[src/rtl/sram_arb_pkg.sv]
// sram_arb_pkg: shared FSM state type, sram_iface widths and the round-robin pick helper.
package sram_arb_pkg;
  localparam int SRAM_ADDR_W = 16;
  localparam int SRAM_DATA_W = 32;
  typedef enum logic [1:0] {IDLE, ISSUE, WAIT, DONE} arb_state_t;
  // Scan n requesters starting at rr_ptr with wrap-around; lowest rotation offset wins.
  function automatic logic [7:0] rr_pick(input logic [7:0] req, input logic [2:0] rr_ptr, input int n);
    logic [7:0] g;
    logic [2:0] idx;
    g = '0;
    for (int k = 7; k >= 0; k--) begin
      idx = 3'((int'(rr_ptr) + k) % n);
      if (k < n && req[idx]) g = 8'd1 << idx;
    end
    return g;
  endfunction
endpackage

[src/rtl/rr_picker.sv]
// rr_picker: combinational round-robin winner select, one-hot output.
module rr_picker
  import sram_arb_pkg::*;
#(
  parameter int NUM_REQ = 3,
  parameter int PW = $clog2(NUM_REQ)
) (
  input  logic [NUM_REQ-1:0] req_i,
  input  logic [PW-1:0]      ptr_i,
  output logic [NUM_REQ-1:0] gnt_o
);
  assign gnt_o = NUM_REQ'(rr_pick(8'(req_i), 3'(ptr_i), NUM_REQ));
endmodule

[src/rtl/sram_arbiter.sv]
// sram_arbiter: round-robin sharing of one sram_iface port among NUM_REQ requesters.
// Optional WAIT watchdog enabled by defining SRAM_ARB_TIMEOUT_EN.
module sram_arbiter
  import sram_arb_pkg::*;
#(
  parameter int NUM_REQ = 3,
  parameter int ADDR_W = SRAM_ADDR_W,
  parameter int DATA_W = SRAM_DATA_W,
  parameter int TIMEOUT_CYCLES = 64
) (
  input  logic                           clk,
  input  logic                           n_rst,
  input  logic [NUM_REQ-1:0]             req,
  input  logic [NUM_REQ-1:0]             req_writemode,
  input  logic [NUM_REQ-1:0][ADDR_W-1:0] req_address,
  input  logic [NUM_REQ-1:0][DATA_W-1:0] req_w_data,
  output logic [NUM_REQ-1:0]             gnt,
  output logic [NUM_REQ-1:0]             done,
  output logic [DATA_W-1:0]              rd_data,
  output logic                           busy,
  output logic                           err,
  output logic                           io_start,
  output logic                           io_writemode,
  output logic [ADDR_W-1:0]              io_address,
  output logic [DATA_W-1:0]              io_w_data,
  input  logic [DATA_W-1:0]              io_r_data,
  input  logic                           io_done
);
  localparam int PW = $clog2(NUM_REQ);
  arb_state_t state_q, state_d;
  logic [PW-1:0] rr_ptr_q, rr_ptr_d, owner_q, owner_d, win_idx;
  logic [NUM_REQ-1:0] pick, gnt_q, gnt_d, done_q, done_d;
  logic [DATA_W-1:0] rd_data_q, rd_data_d, w_data_q, w_data_d;
  logic [ADDR_W-1:0] addr_q, addr_d;
  logic wm_q, wm_d, start_q, start_d, busy_q, busy_d, err_q, err_d, tmo;

  rr_picker #(.NUM_REQ(NUM_REQ), .PW(PW)) u_pick (.req_i(req), .ptr_i(rr_ptr_q), .gnt_o(pick));

  always_comb begin
    win_idx = '0;
    for (int i = 0; i < NUM_REQ; i++) if (pick[i]) win_idx = PW'(i);
  end

`ifdef SRAM_ARB_TIMEOUT_EN
  localparam int CW = $clog2(TIMEOUT_CYCLES);
  logic [CW-1:0] cnt_q;
  assign tmo = cnt_q == CW'(TIMEOUT_CYCLES - 1);
  always_ff @(posedge clk) cnt_q <= (n_rst || state_q == ISSUE) ? '0 : cnt_q + CW'(1);
`else
  assign tmo = 1'b0;
`endif

  always_comb begin
    state_d = state_q;
    rr_ptr_d = rr_ptr_q;
    owner_d = owner_q;
    gnt_d = gnt_q;
    done_d = '0;
    rd_data_d = rd_data_q;
    wm_d = wm_q;
    addr_d = addr_q;
    w_data_d = w_data_q;
    start_d = 1'b0;
    err_d = 1'b0;
    case (state_q)
      IDLE: if (|req) begin
        state_d = ISSUE;
        owner_d = win_idx;
        gnt_d = pick;
        wm_d = req_writemode[win_idx];
        addr_d = req_address[win_idx];
        w_data_d = req_w_data[win_idx];
        start_d = 1'b1;
      end
      ISSUE: state_d = WAIT;
      WAIT: if (io_done || tmo) begin
        state_d = DONE;
        done_d = gnt_q;
        rd_data_d = io_done ? io_r_data : '0;
        err_d = !io_done;
      end
      DONE: begin
        state_d = IDLE;
        gnt_d = '0;
        rr_ptr_d = (owner_q == PW'(NUM_REQ - 1)) ? '0 : owner_q + PW'(1);
      end
      default: state_d = IDLE;
    endcase
    busy_d = state_d != IDLE;
  end

  always_ff @(posedge clk) begin
    if (n_rst) begin
      state_q <= IDLE;
      rr_ptr_q <= '0;
      owner_q <= '0;
      gnt_q <= '0;
      done_q <= '0;
      rd_data_q <= '0;
      wm_q <= 1'b0;
      addr_q <= '0;
      w_data_q <= '0;
      start_q <= 1'b0;
      busy_q <= 1'b0;
      err_q <= 1'b0;
    end else begin
      state_q <= state_d;
      rr_ptr_q <= rr_ptr_d;
      owner_q <= owner_d;
      gnt_q <= gnt_d;
      done_q <= done_d;
      rd_data_q <= rd_data_d;
      wm_q <= wm_d;
      addr_q <= addr_d;
      w_data_q <= w_data_d;
      start_q <= start_d;
      busy_q <= busy_d;
      err_q <= err_d;
    end
  end

  assign gnt = gnt_q;
  assign done = done_q;
  assign rd_data = rd_data_q;
  assign busy = busy_q;
  assign err = err_q;
  assign io_start = start_q;
  assign io_writemode = wm_q;
  assign io_address = addr_q;
  assign io_w_data = w_data_q;
endmodule

[config.mk]
export PLATFORM = sky130hd
export DESIGN_NAME = sram_arbiter
export DESIGN_NICKNAME = d
export VERILOG_FILES = /design/src/rtl/sram_arb_pkg.sv /design/src/rtl/rr_picker.sv /design/src/rtl/sram_arbiter.sv
export SDC_FILE = /design/constraint.sdc
export NUM_CORES = 1
export LEC_CHECK = 0
export ABC_AREA = 1
export CORE_MARGIN = 2
export CORE_UTILIZATION = 43
export DETAILED_ROUTE_END_ITERATION = 8
export PLACE_DENSITY = 0.89
export RECOVER_POWER = 100
export SYNTH_ARGS = -nofsm -noshare
export SYNTH_HDL_FRONTEND = slang
export SYNTH_SLANG_ARGS = --single-unit
[constraint.sdc]
create_clock -name clk -period 3.3 [get_ports clk]
set_clock_uncertainty 0.2 [all_clocks]
set_input_delay 0.66 -clock clk [delete_from_list [all_inputs] [get_ports clk]]
set_output_delay 0.66 -clock clk [all_outputs]
set_load 0.005 [all_outputs]
# After elaboration in Yosys (flattened, before gate mapping)
# Cells that the tools add are included.
[totals]
ff_bits = 96
out_inout_bits = 90
word_cells = 67
[classes]
add_sub_neg = 3
eq_ne = 5
n_shift = 3
muxes = 24
n_lt_le_gt_ge = 4
div_mod_pow = 3
n_reduce_logical = 10
n_bitwise = 3
[ops]
columns = ["op", "n"]
rows = [
  ["binary-select mux 32 bit (select 2 bit)", 1],
  ["modulo 32 x 3 -> 32 bit (second input constant)", 2],
  ["binary-select mux 16 bit (select 2 bit)", 1],
  ["modulo 3 x 3 -> 32 bit (second input constant)", 1],
  ["two-way mux 32 bit", 1],
  ["two-way mux 16 bit", 1],
  ["less-than comparator 3 x 4 -> 1 bit (second input constant)", 3],
  ["two-way mux 3 bit", 4],
  ["binary-select mux 1 bit (select 3 bit)", 3],
  ["<< shifter 1 x 3 -> 3 bit (first input constant)", 3],
  ["two-way mux 2 bit", 4],
  ["one-hot mux 2 bit (4 select lines)", 1],
  ["equality test 2 bit (second input constant)", 3],
  ["two-way mux 1 bit", 6],
  ["one-hot mux 3 bit (2 select lines)", 1],
  ["AND reduction 2 bit", 3],
  ["OR reduction 3 bit", 2],
  ["nonzero test 2 bit", 2],
  ["adder 2 x 1 -> 3 bit (second input constant)", 1],
  ["adder 2 x 2 -> 3 bit (second input constant)", 1],
  ["less-than comparator 2 x 3 -> 1 bit (second input constant)", 1],
  ["NOT 1 bit", 3],
  ["adder 2 x 1 -> 2 bit (second input constant)", 1],
  ["binary-select mux 1 bit (select 2 bit)", 1],
  ["5 further kinds", 5],
]

# Logic depth before layout (Yosys ltp)
[depth]
depth_word = 11
depth_mapped = 15

# By module
# From an unflattened synthesis, not the netlist that was laid out.
[unflattened]
cells_unflattened = 839
hier_area_um2 = 5077.4
[by_module_without_submodules]
columns = ["mod", "area_per_inst_um2", "cells_per_inst", "n_inst"]
rows = [
  ["sram_arbiter", 4738.3, 781, 1],
  ["rr_picker", 339.1, 58, 1],
]

# Least setup slack after synthesis
# OpenSTA, ideal clock, no wires.
[synth_path]
path_type = "register to register"
startpoint = "register rr_ptr_q[0]"
endpoint = "register addr_q[0] (netlist: io_address[0])"
path_stages_with_launch = 14
arrival_time_ps = 1826
path_buffers = 2
required_time_ps = 2968
synth_period_minus_slack_ps = 2158
path_slack_ps = 1142
path_cell_list = "dfxtp_1 > inv_1 > ha_1 > ha_1 > a21oi_4 > nand2_2 > nand2_1 > nand3_2 > buf_4 > buf_4 > nand4_1 > nand2_1 > inv_1 > a21oi_1"
[synth_via]
elab_chain_cells = 11
elab_cells_between_ends = 21
cone_classes = "add/sub: 2; div: 3; shift: 3; mux: 13"
[synth_rtl]
columns = ["item", "line_no", "text"]
rows = [
  ["from (decl)", "sram_arbiter.sv:31", "logic [PW-1:0] rr_ptr_q, rr_ptr_d, owner_q, owner_d, win_idx;"],
  ["from (signal assigned)", "sram_arbiter.sv:108", "rr_ptr_q <= rr_ptr_d;"],
  ["adder 2 x 2 -> 3 bit", "sram_arb_pkg.sv:12", "idx = 3'((int'(rr_ptr) + k) % n);"],
  ["modulo 32 x 3 -> 32 bit", "sram_arb_pkg.sv:12", ""],
  ["binary-select mux 1 bit (select 3 bit)", "sram_arb_pkg.sv:13", "if (k < n && req[idx]) g = 8'd1 << idx;"],
  ["two-way mux 1 bit (not written as such)", "sram_arb_pkg.sv:13", ""],
  ["two-way mux 3 bit (2 in a row)", "sram_arb_pkg.sv:13", ""],
  ["two-way mux 3 bit *", "sram_arb_pkg.sv:13", ""],
  ["two-way mux 1 bit", "sram_arbiter.sv:41", "for (int i = 0; i < NUM_REQ; i++) if (pick[i]) win_idx = PW'(i);"],
  ["two-way mux 2 bit *", "sram_arbiter.sv:41", ""],
  ["binary-select mux 16 bit (select 2 bit) *", "sram_arbiter.sv:71", "addr_d = req_address[win_idx];"],
  ["two-way mux 16 bit (not written as such) *", "sram_arbiter.sv:71", ""],
  ["to (signal assigned)", "sram_arbiter.sv:114", "addr_q <= addr_d;"],
  ["to (decl)", "sram_arbiter.sv:34", "logic [ADDR_W-1:0] addr_q, addr_d;"],
]
# Every way passes the cells marked *; elsewhere a longest branch is shown, timed or not. The select of a mux whose other input is x is not followed.
# A chain may end at the register's enable or synchronous reset.

==> metrics.md <==
| Metric | Value |
|---|---|
| Yosys cell types | 28 |
| CTS H-tree depth | 3 |
| Post-Place Setup Slack | approximately 400 ps |
| Relative max-transition margin | -0.255 |
| CP Launch Point | n_rst |
| Initial antenna violation count | 0 |
| Core Rows | 40 |
| Crit share post-route | 0.898 |
| Internal | 0.00302 W |
| Crit Path Class | input port to flip-flop |
| Clock root buffer | clkbuf_16 |
| Die height | roughly 110 um |
| Global placement routability congestion | 0.869 |
| Max-slew violations | 39 |
| Clk pwr share | 0.203 |
| Net count after synthesis | roughly 1,000 |
| Yosys Warn Count | 0 |
| Drt first pass iters | 4 |
| Final setup TNS | 0 ps |
| GRT Total Usage | 0.255 |
| Syn Inst Count | 826 |
| Fin crit period | 2960 ps |
| Fin util | 0.694 |
| Core area | about 0.012 mm^2 |
| Switching Fraction | 0.380 |
| Layout cell share with drive strength beyond 1 | 0.0416 |
| Reg-to-reg startpoint | rr_ptr_q[1] |
| Vias in the first global route | 5,737 |
| RSZ-0062 raised after global routing | false |
| Largest cells by area after synthesis | dfxtp_1 37%, nand2_1 17%, inv_1 8.9% |
| Maximum resistive drop on vdd | ~0.32 mV |
| CTS max path bufs | 2 |
| Clk sink count | 96 |
| Post-Layout Cell Count | about 1,200 |
| Diode count | 0 |
| Final Hold Vio Count | 0 |
| Placed cells | 1,214 |
| Layout area overhead | 58.5% |
| Area leader, netlist | dfxtp_1 |
| Post-CTS Resized | 0 |
| Postcts setup bufs | 0 |
| PwrDens | just under 600 mW/mm^2 |
| Type of the tightest min-delay check | flip-flop to flip-flop |
| Grt ovf | 0 |
| Horiz. Die Dim | 114 um |
| Routed WL | 16,900 um |
| Design Power | a little under 0.005 W |
| Fmax | 0.338 GHz |
| Yosys top cell area share | 0.367 |
| Req. time, crit path | 3340 ps |
| Slew @ Worst Pin | 1880 ps |
| Post-synth EDFFs | 0 |
| CP arrival | roughly 3000 ps |
| Yosys reg bits | 96 |
| Fillers | approximately 1,000 |
| Setup WS post-layout | 338 ps |
| Setup crit end | io_address[3] |
| Largest net degree at the start of global routing | 41 |
| P_leak | 4.06 nW |
| First-pass GRT wire length | between 20,000 and 30,000 um |
| R2R cell count | 12 |
| Seq pwr share | 0.334 |
| Clk Latency, worst-skew pair | 340 ps |
| CTS tree | built |
| Reg2Reg Setup Slack | roughly 460 ps |
| # hold bufs at CTS | 0 |
| CTS Buf Count | 9 |
| Final setup vio count | 0 |
| Post-route ant nets | 0 |
| Asr flop ratio synth | 0 |
| Max cap viols | 1 |
| Failing checks | capacitance limit, slew limit |
| Logic gate share of total power | 0.463 |
| Crit path max fanout | 38 |
| Post-Syn Area | 0.00524 mm^2 |
| Placed wire-length estimate | 12,600 um |
| Status | finished, violations left |
| Critical R2R Capture | io_w_data[2] |
| Mapped Avg Cell Area | 6.35 um^2 |
| Drt drc | 0 |
| Starting Density | 0.438 |
| Crit start category | input port |
| Top_reg_cell synth | dfxtp_1 |
| Worst hold path depth | 2 |
| DR iter-0 viols | 397 |
| Die area | 0.0131 mm^2 |
| Port Buffers | 274 |
| DR WL/cell | 13.7 um |
| Post-synthesis sequential area ratio | 0.367 |
| Vias per std cell | 4.92 |
| Vias | 6,055 |
| # IOs | 275 |
| Clock slew at reported path FFs | 70 ps |
| Worst Setup End Kind | flip-flop |
| Switch Pwr | 0.00185 W |
| Nets@finish | 1,274 |
-- Yosys cell counts, types with 6 or more instances --
library cell,number
nand3_1,85
ha_1,11
nand2_1,239
a21oi_1,36
buf_2,13
nor2_1,77
clkbuf_1,23
buf_4,7
or2_0,19
o21ai_0,35
nand4_1,29
inv_1,124
dfxtp_1,96
nand2_2,6
-- worst min path at each step --
stage | slack [ps] | to | start
2_1_floorplan | 240 | done[0] | gnt[0]
3_3_place_gp | 250 | done[1] | gnt[1]
3_5_place_dp | 250 | done[1] | gnt[1]
4_1_cts | 270 | done[1] | gnt[1]
5_1_grt | 300 | done[1] | gnt[1]
6_report | 260 | done[1] | gnt[1]
-- stage by stage --
step / hold WS [ps] / area [um^2]
6_report: 262 / 8310
5_1_grt: 301 / 8310
4_1_cts: 266 / 8330
3_5_place_dp: 251 / 8050
3_3_place_gp: 246 / 8050
2_1_floorplan: 238 / 5240
-- final cells by class --
cell class	instances	area, um^2	area share
Sequential cell	96	1920	0.231
Tap cell	147	184	0.0221
Clock inverter	7	55.1	0.00663
Multi-Input combinational cell	553	2570	0.310
Clock buffer	9	225	0.0271
Inverter	128	480	0.0578
Timing Repair Buffer	290	2870	0.345
-- power groups by stage --
stage	clock network, W	logic (W)	registers [W]
global placement	0	0.00233	0.00165
floorplan	0	0.00126	0.00167
detailed placement	0	0.00237	0.00166
finish	0.000988	0.00226	0.00162
CTS	0.00101	0.00238	0.00164
global route	0.00105	0.00252	0.00166
-- sequential cells by signal, summed over array words and instances, names as in the netlist --
register      flops
busy              1
done              3
err               1
gnt               3
io_address       16
io_start          1
io_w_data        32
io_writemode      1
owner_q           2
rd_data          32
rr_ptr_q          2
state_q           2
-- kinds of logic after synthesis --
family	after synthesis	share of synthesized area
compound gates	75	0.0752
flops	96	0.367
fa+ha+maj	11	0.0263
other cells	1	0.000715
simple gates	466	0.392
buf+inv	177	0.139
-- routing by layer --
layer  GRT usage  vias up  wire length (um)
li1            -     3049                 -
met1       0.288     2684              6650
met2       0.448      281              8250
met3      0.0635       41              1370
met4       0.123        0               594
met5           0        -                 0
-- critical path, stage by stage --
cell and delay, ps:
clkdlybuf4s50_1 480, clkbuf_1 1350, nor2_2 40, buf_4 270, nand3_1 130, nand2_1 60
-- cells in the final DEF, fill, tap and decap left out, types with 2 or more instances in the layout --
cell             synthesis  routed
o211ai_1                 3       3
nor2_2                   3       3
a21oi_1                 36      37
nand3_1                 85      85
nand3_2                  2       2
or2_0                   19      19
clkinv_4                 0       2
dfxtp_1                 96      96
nand2_2                  6       4
clkinvlp_4               0       2
buf_4                    7      12
dlygate4sd3_1            0      91
nor2_1                  77      77
inv_6                    0       2
o21ai_0                 35      35
clkdlybuf4s50_1          0     183
inv_2                    3       3
inv_1                  124     124
ha_1                    11      11
clkbuf_16                0       9
nand2_1                239     241
nand4_1                 29      29
clkbuf_1                23       2
or2_1                    2       2
No activity file was read; power rests on OpenSTA's default activity.
